===== config.mk =====
export PLATFORM = sky130hd
export DESIGN_NAME = id_ex_stage
export DESIGN_NICKNAME = d
export VERILOG_FILES = /design/src/rtl/id_ex_stage_pkg.sv /design/src/rtl/id_ex_stage_hazard_detect.sv /design/src/rtl/id_ex_stage.sv
export SDC_FILE = /design/constraint.sdc
export NUM_CORES = 1
export LEC_CHECK = 0
export ABC_CLOCK_PERIOD_IN_PS = 5700
export CORE_AREA = 2 2 128 130
export DETAILED_ROUTE_END_ITERATION = 10
export DIE_AREA = 0 0 130 132
export DONT_BUFFER_PORTS = 1
export PLACE_DENSITY = 0.59
export SYNTH_ARGS = -nofsm -noshare
export SYNTH_HDL_FRONTEND = slang
export SYNTH_SLANG_ARGS = --single-unit

===== constraint.sdc =====
create_clock -name clk_i -period 5.7 [get_ports clk_i]
set_input_delay 1.14 -clock clk_i [delete_from_list [all_inputs] [get_ports clk_i]]
set_output_delay 1.14 -clock clk_i [all_outputs]
set_load 0.03 [all_outputs]

===== src/rtl/id_ex_stage_pkg.sv =====
// Shared types for the ID/EX boundary: decoder control bundle and select encodings.
package id_ex_stage_pkg;

    typedef enum logic [2:0] {
        ALU_BRANCH = 3'd1,
        ALU_R      = 3'd2,
        ALU_ADDI   = 3'd3,
        ALU_SLTIU  = 3'd4,
        ALU_ORI    = 3'd7
    } alu_op_e;

    typedef enum logic [1:0] {
        MTR_ALU = 2'd0,
        MTR_MEM = 2'd1,
        MTR_PC4 = 2'd2
    } mem_to_reg_e;

    typedef enum logic [1:0] {
        RDST_RT = 2'd0,
        RDST_RD = 2'd1,
        RDST_RA = 2'd2
    } reg_dst_e;

    // Field order matches the decoder output order; zeroing the whole struct makes a bubble.
    typedef struct packed {
        logic       reg_write;
        logic [2:0] alu_op;
        logic       alu_src;
        logic [1:0] reg_dst;
        logic       branch;
        logic       mem_read;
        logic       mem_write;
        logic [1:0] mem_to_reg;
    } ctrl_t;

    localparam ctrl_t CTRL_NOP = '0;

endpackage


===== src/rtl/id_ex_stage_hazard_detect.sv =====
// Load-use hazard detector: a load in EX whose rt feeds the instruction in ID.
module id_ex_stage_hazard_detect
    import id_ex_stage_pkg::*;
#(
    parameter int unsigned REG_AW = 5
) (
    input  logic              ex_mem_read,
    input  logic              ex_valid,
    input  logic [REG_AW-1:0] ex_rt,
    input  logic [REG_AW-1:0] id_rs,
    input  logic [REG_AW-1:0] id_rt,
    input  logic [1:0]        id_reg_dst,
    input  logic              id_branch,
    input  logic              id_mem_write,
    input  logic              flush,
    output logic              hazard_c,
    output logic              stall_c
);

    logic uses_rt;
    logic rs_match;
    logic rt_match;

    // rt is a source only for R-type, branches and stores.
    assign uses_rt  = (id_reg_dst == 2'(RDST_RD)) | id_branch | id_mem_write;
    assign rs_match = (ex_rt == id_rs);
    assign rt_match = uses_rt & (ex_rt == id_rt);

    assign hazard_c = ex_mem_read & ex_valid & (ex_rt != '0) & (rs_match | rt_match);
    // A flushed instruction is being killed, so it never needs to wait.
    assign stall_c  = hazard_c & ~flush;

endmodule


===== src/rtl/id_ex_stage.sv =====
// ID/EX pipeline register with load-use bubble insertion, flush, hold and bubble counter.
module id_ex_stage
    import id_ex_stage_pkg::*;
#(
    parameter int unsigned DATA_W = 32,
    parameter int unsigned REG_AW = 5,
    parameter int unsigned CNT_W  = 16
) (
    input  logic              clk_i,
    input  logic              rst_i,
    input  logic              id_reg_write_i,
    input  logic [2:0]        id_alu_op_i,
    input  logic              id_alu_src_i,
    input  logic [1:0]        id_reg_dst_i,
    input  logic              id_branch_i,
    input  logic              id_mem_read_i,
    input  logic              id_mem_write_i,
    input  logic [1:0]        id_mem_to_reg_i,
    input  logic [DATA_W-1:0] id_rs_data_i,
    input  logic [DATA_W-1:0] id_rt_data_i,
    input  logic [DATA_W-1:0] id_imm_i,
    input  logic [REG_AW-1:0] id_rs_i,
    input  logic [REG_AW-1:0] id_rt_i,
    input  logic [REG_AW-1:0] id_rd_i,
    input  logic [DATA_W-1:0] id_pc4_i,
    input  logic              flush_i,
    input  logic              hold_i,
    output logic              stall_o,
    output logic              ex_reg_write_o,
    output logic [2:0]        ex_alu_op_o,
    output logic              ex_alu_src_o,
    output logic [1:0]        ex_reg_dst_o,
    output logic              ex_branch_o,
    output logic              ex_mem_read_o,
    output logic              ex_mem_write_o,
    output logic [1:0]        ex_mem_to_reg_o,
    output logic [DATA_W-1:0] ex_rs_data_o,
    output logic [DATA_W-1:0] ex_rt_data_o,
    output logic [DATA_W-1:0] ex_imm_o,
    output logic [REG_AW-1:0] ex_rs_o,
    output logic [REG_AW-1:0] ex_rt_o,
    output logic [REG_AW-1:0] ex_rd_o,
    output logic [DATA_W-1:0] ex_pc4_o,
    output logic              ex_valid_o,
    output logic [CNT_W-1:0]  bubble_cnt_o
);

    ctrl_t id_ctrl;
    ctrl_t ex_ctrl;
    logic  hazard;
    logic  stall;

    always_comb begin
        id_ctrl            = CTRL_NOP;
        id_ctrl.reg_write  = id_reg_write_i;
        id_ctrl.alu_op     = id_alu_op_i;
        id_ctrl.alu_src    = id_alu_src_i;
        id_ctrl.reg_dst    = id_reg_dst_i;
        id_ctrl.branch     = id_branch_i;
        id_ctrl.mem_read   = id_mem_read_i;
        id_ctrl.mem_write  = id_mem_write_i;
        id_ctrl.mem_to_reg = id_mem_to_reg_i;
    end

    id_ex_stage_hazard_detect #(
        .REG_AW (REG_AW)
    ) u_hazard_detect (
        .ex_mem_read  (ex_ctrl.mem_read),
        .ex_valid     (ex_valid_o),
        .ex_rt        (ex_rt_o),
        .id_rs        (id_rs_i),
        .id_rt        (id_rt_i),
        .id_reg_dst   (id_reg_dst_i),
        .id_branch    (id_branch_i),
        .id_mem_write (id_mem_write_i),
        .flush        (flush_i),
        .hazard_c     (hazard),
        .stall_c      (stall)
    );

    assign stall_o = stall;

    // Priority: flush, hold, load-use bubble, normal capture. Data follows the inputs unless held.
    always_ff @(posedge clk_i or negedge rst_i) begin
        if (!rst_i) begin
            ex_ctrl      <= CTRL_NOP;
            ex_rs_data_o <= '0;
            ex_rt_data_o <= '0;
            ex_imm_o     <= '0;
            ex_rs_o      <= '0;
            ex_rt_o      <= '0;
            ex_rd_o      <= '0;
            ex_pc4_o     <= '0;
            ex_valid_o   <= 1'b0;
            bubble_cnt_o <= '0;
        end else if (flush_i || !hold_i) begin
            ex_rs_data_o <= id_rs_data_i;
            ex_rt_data_o <= id_rt_data_i;
            ex_imm_o     <= id_imm_i;
            ex_rs_o      <= id_rs_i;
            ex_rt_o      <= id_rt_i;
            ex_rd_o      <= id_rd_i;
            ex_pc4_o     <= id_pc4_i;
            if (flush_i) begin
                ex_ctrl    <= CTRL_NOP;
                ex_valid_o <= 1'b0;
            end else if (hazard) begin
                ex_ctrl    <= CTRL_NOP;
                ex_valid_o <= 1'b0;
                if (bubble_cnt_o != '1) begin
                    bubble_cnt_o <= bubble_cnt_o + CNT_W'(1);
                end
            end else begin
                ex_ctrl    <= id_ctrl;
                ex_valid_o <= 1'b1;
            end
        end
    end

    assign ex_reg_write_o  = ex_ctrl.reg_write;
    assign ex_alu_op_o     = ex_ctrl.alu_op;
    assign ex_alu_src_o    = ex_ctrl.alu_src;
    assign ex_reg_dst_o    = ex_ctrl.reg_dst;
    assign ex_branch_o     = ex_ctrl.branch;
    assign ex_mem_read_o   = ex_ctrl.mem_read;
    assign ex_mem_write_o  = ex_ctrl.mem_write;
    assign ex_mem_to_reg_o = ex_ctrl.mem_to_reg;

endmodule


Yosys cells after proc, flatten, opt, wreduce, memory -nomap -nowiden

Index checks and enable logic that the tools add are counted.

Bitwise logic cells: 9
Reduce and logical (&&, ||, !) cells: 4
$add $sub $neg: 1
Muxes and demuxes: 4
Equality and inequality tests: 4

Operators by type and width:

| cell                    | count |
|---|---|
| $mux W12                | 2 |
| $add A16 B1 Y16 const B | 1 |
| $ne A16 B16 Y1 const B  | 1 |
| $eq A5 B5 Y1            | 2 |
| $and A1 B1 Y1           | 5 |
| $reduce_bool A5 Y1      | 1 |
| $reduce_and A4 Y1       | 1 |
| $or A1 B1 Y1            | 3 |
| $eq A2 B1 Y1 const B    | 1 |
| $mux W1                 | 2 |
| $logic_not A1 Y1        | 1 |
| $logic_or A1 B1 Y1      | 1 |
| $not A1 Y1              | 1 |

Bits of input ports: 159
Flip-flop bits (word level): 172

Logic depth before layout (Yosys ltp)

Gate-level depths: netlist (run 1).

Depth in word-level cells: 8
Gate-level depth with buffers: 8
Depth with buffers taken out: 7

Hierarchy

A second synthesis (run 1) with hierarchy kept.

Cells, all modules: 427
Area, all modules: 6700.2 um^2

Modules (own cells, without submodules):

| module                    | area an instance (um^2) | sequential area each (um^2) | instances | cells each |
|---|---|---|---|---|
| id_ex_stage               | 6536.3                  | 4304.1                      | 1         | 405 |
| id_ex_stage_hazard_detect | 163.9                   | 0.0                         | 1         | 22 |

Worst setup path after synthesis (run 1)

Ideal clock, no wire load.

Kind: input to output
Start: input id_rt_i[1]
End: output stall_o
Slack: 2.205 ns
Required time: 4.560 ns
Cell stages on the path: 6
Arrival: 2.355 ns
Path through: xnor2_1 nand4_1 o22ai_4 nand2_1 buf_2 nor2_1

Cells in the longest elaborated chain, start to end: 5

RTL lines:

| item            | line                            | text |
|---|---|---|
| start, declared | id_ex_stage.sv:23               | `input logic [REG_AW-1:0] id_rt_i,` |
| $eq A5 B5 Y1    | id_ex_stage_hazard_detect.sv:27 | `assign rt_match = uses_rt & (ex_rt == id_rt);` |
| $and A1 B1 Y1   | id_ex_stage_hazard_detect.sv:27 |  |
| $or A1 B1 Y1    | id_ex_stage_hazard_detect.sv:29 | `assign hazard_c = ex_mem_read & ex_valid & (ex_rt != '0) & (rs_match \| rt_match);` |
| $and A1 B1 Y1   | id_ex_stage_hazard_detect.sv:29 |  |
| $and A1 B1 Y1   | id_ex_stage_hazard_detect.sv:31 | `assign stall_c = hazard_c & ~flush;` |
| end, declared   | id_ex_stage.sv:28               | `output logic stall_o,` |

Every way passes these cells.

Worst setup path in the final report (run 1)

Start: input id_rt_i[4]
End: output stall_o

The elaborated chain is that of the path after synthesis.

==> results of run 1 <==
[state kept, by name, summed over array words and instances (netlist names)]
signal           flops
ex_rd_o              5
ex_alu_op_o          3
ex_alu_src_o         1
ex_pc4_o            32
ex_mem_read_o        1
bubble_cnt_o        16
ex_mem_to_reg_o      2
ex_valid_o           1
ex_rs_data_o        32
ex_rs_o              5
ex_mem_write_o       1
ex_imm_o            32
ex_rt_o              5
ex_rt_data_o        32
ex_branch_o          1
ex_reg_dst_o         2
ex_reg_write_o       1
[logic make-up after synthesis]
| family | share of synthesized area (%) |
|---|---|
| buffers and inverters | 1.59 |
| AO/OA/AOI/OAI | 1.85 |
| flip-flops | 63.7 |
| multiplexers | 24.0 |
| AND/OR/NAND/NOR | 5.44 |
| XOR/XNOR | 3.24 |
| adder cells (fa/ha/maj) | 0.185 |
[cell type report]
| type | instances | share of cell area, % |
|---|---|---|
| Inverter | 2 | 0.0991 |
| Tap cell | 216 | 3.57 |
| Timing Repair Buffer | 2 | 0.198 |
| Sequential cell | 172 | 56.8 |
| Clock inverter | 13 | 2.49 |
| Multi-Input combinational cell | 252 | 31.1 |
| Clock buffer | 18 | 5.79 |
[report_power, final]
part           total, W  internal, W  switching [W]
Combinational  0.000145    0.0000945      0.0000509
Sequential      0.00157      0.00131       0.000262
Clock           0.00123     0.000748       0.000478
Total           0.00294      0.00215       0.000791
[worst paths after layout]
check / cells after the start / to / startpoint / slack (ps)
max: 5 / stall_o / id_rt_i[4] / 1990
min: 0 / bubble_cnt_o[12] / rst_i / 420
max reg2reg: 6 / bubble_cnt_o[1] / bubble_cnt_o[0] / 3370
min reg2reg: 2 / ex_reg_write_o / ex_reg_write_o / 690
max in group asynchronous: 0 / ex_rs_data_o[4] / rst_i / 5080
min in group clk_i: 2 / ex_reg_write_o / ex_reg_write_o / 690
[through the flow]
| step | cell area [um^2] | utilization (%) | hold WS [ps] | total power [W] | std cells |
|---|---|---|---|---|---|
| after floorplan | 6760 | - | 659 | 0.00170 | 448 |
| after global placement | 6950 | 44.2 | 683 | 0.00174 | 644 |
| after detailed placement | 6950 | 44.2 | 681 | 0.00174 | 644 |
| after CTS | 7580 | 48.2 | 392 | 0.00298 | 675 |
| after global routing | 7580 | 48.2 | 376 | 0.00306 | 675 |
| final | 7580 | 48.2 | 415 | 0.00294 | 675 |
[worst max-delay path, stage by stage]
cell and delay, ps:
xnor2_1 130, o31ai_1 160, o22ai_4 260, nand2_1 330, nor2_1 540
[synthesized netlist by cell type (3+ instances only)]
cell type	number
xnor2_1	14
mux2_2	144
nand2_1	20
nor2b_1	3
nor3_1	3
nor2_1	8
xor2_1	11
dfrtp_1	172
buf_2	8
nand3_1	5
nor4_1	4
nand3b_1	12
nand4_1	4
clkbuf_1	13
a21oi_1	12
[routing by layer]
metal | global-route usage, % | share of wire, %
met1 | 17.3 | 34
met2 | 29.4 | 52
met5 | 0 | 0
met3 | 9.42 | 12
met4 | 6.99 | 2.4
==> results.ini, run 1 <==
[cts]
ctsLongestPathBuffers = 2
numCtsBuffers = 17
cts.sinks = 172
clock_latency_ps = 420
post_cts_buffers = 0
cts_tree = yes
clock-root-buffer = clkbuf_16
cts_hold_buf = 0
ctsResizeCount = 0
cts_htree_levels = 4
cts.clk_slew.worst_paths_ps = 60

[global_routing]
track_usage_pct = 17.2
grt_pass1_wl_mm = 22.4
antenna_found_initial = 0
overflow = 0
grt_max_degree = 173
grt_pass1_vias = 4032

[detailed_routing]
via_count = 3562
drt_iter0_markers = 134
detail_route.first_pass.iterations = 4
drcViolationCount = 0
wire_per_inst_um = 21.7
ant_nets = 0
viasPerCell = 5.28
routed_wl_mm = 14.6

[synthesis]
netlist_top_cells_area = dfrtp_1 (64%), mux2_2 (24%), xnor2_1 (1.8%)
synth.cell_area_um2 = 6760
ys_ff_latch = 172
synthesis.nets = 608
async_flop_share_pct = 100
syn_inst = 448
synth_top_area_cell = dfrtp_1
synth_top_area_share_pct = 63.7
ys_types = 29
synth_enable_flop_cells = 0
syn_avg_cell_area_um2 = 15.1
synth_top_flop_cell = dfrtp_1
ys_seq_area_share_pct = 63.7
yosys_warnings = 0

[cells_and_area]
multi_input_area_um2 = 2350
final_net_count = 607
seq_area_um2 = 4300
layout_common_cells = dfrtp_1 (172), mux2_2 (144), nand2_1 (20)
final_common_cell = dfrtp_1
area_delta_synth_final_pct = 12.1
n_antenna_cell = 0
layout-drive-gt1-share_pct = 39.9
nFillCells = 1370

[timing]
rsz0062_at_grt = no
setup_viol = 0
relSlewSlack_pct = 34.8
tightest_slew_ps = 978
layout_setup_ws_ps = 1990
fin_skew_ps = 3.35
timing_hold_violations_final = 0
fin_setup_tns_ps = 0
finalMaxSlewViolations = 0
min_period_over_period_pct = 65.0
fmaxAchievable_ghz = 0.270
fin_crit_ps = 3710

[worst_hold_path]
hold_class = input pin to async pin

[floorplanning]
ioPinCount = 332
dieHeight_um = 132
fp-row-count = 46
die_w_um = 130
core_um2 = 15700
initial_core_util_pct = 43.0
dieArea_um2 = 17200

[placement]
place_congestion = 0.777
dp_hpwl_mm = 10.6
pre_cts_slack_ps = 2010
portBuffers = 0

[setup_path]
arrival_ps = 2570
start_kind = input pin
required_ps = 4560
path_max_fanout = 14
endpoint_kind = output port
path_class = input pin to output port

[power]
powerDensity_nw_per_um2 = 388
ir_drop_v = 0.000185
p_leak_nw = 3.18

[outcome]
status = completed

[run]
cap_violations = 0

Note: power is estimated with default switching activity, not from simulation.
==> run 2, diff against run 1 <==
--- a/config.mk
+++ b/config.mk
@@ -5,7 +5,7 @@
 export SDC_FILE = /design/constraint.sdc
 export NUM_CORES = 1
 export LEC_CHECK = 0
-export ABC_CLOCK_PERIOD_IN_PS = 5700
+export ABC_CLOCK_PERIOD_IN_PS = 3900
 export CORE_AREA = 2 2 128 130
 export DETAILED_ROUTE_END_ITERATION = 10
 export DIE_AREA = 0 0 130 132
==> constraint.sdc (replaced) <==
create_clock -name clk_i -period 3.9 [get_ports clk_i]
set_input_delay 0.78 -clock clk_i [delete_from_list [all_inputs] [get_ports clk_i]]
set_output_delay 0.78 -clock clk_i [all_outputs]
set_load 0.03 [all_outputs]
==> run 2 against run 1 <==
Against the previous run:
- power is 43% higher
- first-iteration DRC count is 15% lower
- clock-buffer cell count is 3 higher
- clock power is 37% higher
- non-clock buffer count is 1 higher
- register-to-register slack worse by 1700 ps
- die area stayed put
- sequential power is 46% higher
==> results.ini, run 2 (synthesis gave the netlist of run 1 again) <==
[outcome]
status = completed

[floorplanning]
initial_core_util_pct = 43.0  ; unchanged
core_um2 = 15700  ; unchanged
dieHeight_um = 132  ; unchanged
fp-row-count = 46  ; unchanged
ioPinCount = 332  ; unchanged
die_w_um = 130  ; unchanged
dieArea_um2 = 17200  ; unchanged

[cts]
cts_htree_levels = 4  ; unchanged
ctsLongestPathBuffers = 2  ; unchanged
cts.sinks = 172  ; unchanged
clock_latency_ps = 410  ; about the same
clock-root-buffer = clkbuf_16
cts_tree = yes
cts_hold_buf = 0  ; unchanged
numCtsBuffers = 17  ; unchanged
cts.clk_slew.worst_paths_ps = 60  ; about the same
post_cts_buffers = 0  ; unchanged
ctsResizeCount = 0  ; unchanged

[global_routing]
busiest_layer = met2
track_usage_pct = 17.2  ; -0.031 points
antenna_found_initial = 0  ; unchanged
grt_max_degree = 173  ; unchanged
grt_use_met3_pct = 8.48  ; -0.93 points
grt.met2_usage_pct = 29.6  ; +0.20 points
use_met1_pct = 17.4  ; +0.092 points
grt_pass1_wl_mm = 22.2  ; -1.1%
grt_pass1_vias = 3991  ; -1.0%
overflow = 0  ; unchanged

[timing]
fin_skew_ps = 4.65  ; +1.29 ps
relSlewSlack_pct = 33.7  ; -1.1 points
tightest_slew_ps = 995  ; +16.8 ps
fin_setup_tns_ps = 0  ; unchanged
rsz0062_at_grt = no
timing_hold_violations_final = 0  ; unchanged
layout_setup_ws_ps = 750  ; -1240 ps
setup_viol = 0  ; unchanged
fin_crit_ps = 3150
fmaxAchievable_ghz = 0.317
finalMaxSlewViolations = 0  ; unchanged
min_period_over_period_pct = 80.8

[setup_path]
path_cells = xnor2_1 -> nand3_1 -> o22ai_4 -> nand2_1 -> buf_4 -> nor2_1
cpPeakStageDelay_ps = 550  ; about the same
path_max_fanout = 14  ; unchanged
start_kind = flip-flop
arrival_ps = 2370  ; -200 ps
endpoint_kind = output port
crit_buf_inv = 1  ; +1
path_class = flip-flop to output port
critPathTopFamily = simple AND/OR/NAND/NOR gates
required_ps = 3120  ; -1440 ps
cp_slowest_cell = dfrtp_1

[cells_and_area]
layout-drive-gt1-share_pct = 39.3  ; -0.52 points
final_common_cell = dfrtp_1
final_net_count = 608  ; +0.16%
area_delta_synth_final_pct = 11.7
fin_util_pct = 48.1  ; -0.18 points
n_antenna_cell = 0  ; unchanged
stdcell_area_um2 = 7550  ; -0.36%
layout_common_cells = dfrtp_1 (172), mux2_2 (144), nand2_1 (20)

[detailed_routing]
ant_nets = 0  ; unchanged
drt_iter0_markers = 114  ; -15%
detail_route.first_pass.iterations = 4  ; unchanged
wire_per_inst_um = 22.0  ; +1.5%
viasPerCell = 5.29  ; +0.16%
routed_wl_mm = 14.9  ; +1.7%
via_count = 3573  ; +0.31%
drcViolationCount = 0  ; unchanged

[placement]
pre_cts_slack_ps = 1050  ; -958 ps
portBuffers = 0  ; unchanged
dp_hpwl_mm = 10.9  ; +3.2%
place_congestion = 0.797  ; +2.5%
place_area_um2 = 6960  ; +0.11%

[run]
cap_violations = 0  ; unchanged

[power]
ir_drop_v = 0.000270  ; +46%
power_w = 0.00420  ; +43%
powerDensity_nw_per_um2 = 557  ; +43%
p_leak_nw = 3.17  ; -0.39%

[worst_hold_path]
hold_class = input pin to async pin

==> run 2: power breakdown <==
part           leakage (nW)  switching (W)  total (W)  internal [W]
clock network         0.287       0.000668    0.00169       0.00102
logic                 0.820      0.0000752   0.000214      0.000138
registers              2.06       0.000386    0.00230       0.00191
total                  3.17        0.00113    0.00420       0.00308
==> run 2: routing by layer <==
layer | share of wire, % | wire length (um) | vias to the layer above
met5 | 0 | 0 | -
met4 | 2.5 | 378 | 0
met3 | 11 | 1560 | 30
met2 | 52 | 7780 | 213
met1 | 35 | 5140 | 1770
li1 | - | - | 1560
==> run 2: cell type report <==
| class | instances | area (um^2) |
|---|---|---|
| clock buffers | 21 | 450 |
| clock inverters | 10 | 143 |
| fillers | 1382 | 8160 |
| inverters | 2 | 7.51 |
| multi-input cells | 252 | 2350 |
| flip-flops and latches | 172 | 4300 |
| well taps | 216 | 270 |
| repair buffers | 3 | 22.5 |
==> run 2: stage by stage <==
step	instances	hold WS [ps]
2_1_floorplan	448	484
3_3_place_gp	645	488
3_5_place_dp	645	488
4_1_cts	676	33.7
5_1_grt	676	21.3
6_report	676	58.3
==> run 2: worst paths after layout <==
check	start	slack, ps	end	cells after the start
max reg2reg	bubble_cnt_o[0]	1640	bubble_cnt_o[3]	7
min reg2reg	ex_alu_op_o[1]	690	ex_alu_op_o[1]	2
max	ex_rt_o[4]	750	stall_o	6
max in group asynchronous	rst_i	3610	ex_rt_data_o[30]	0
min in group clk_i	flush_i	420	ex_alu_op_o[1]	1
min	rst_i	60	bubble_cnt_o[13]	0
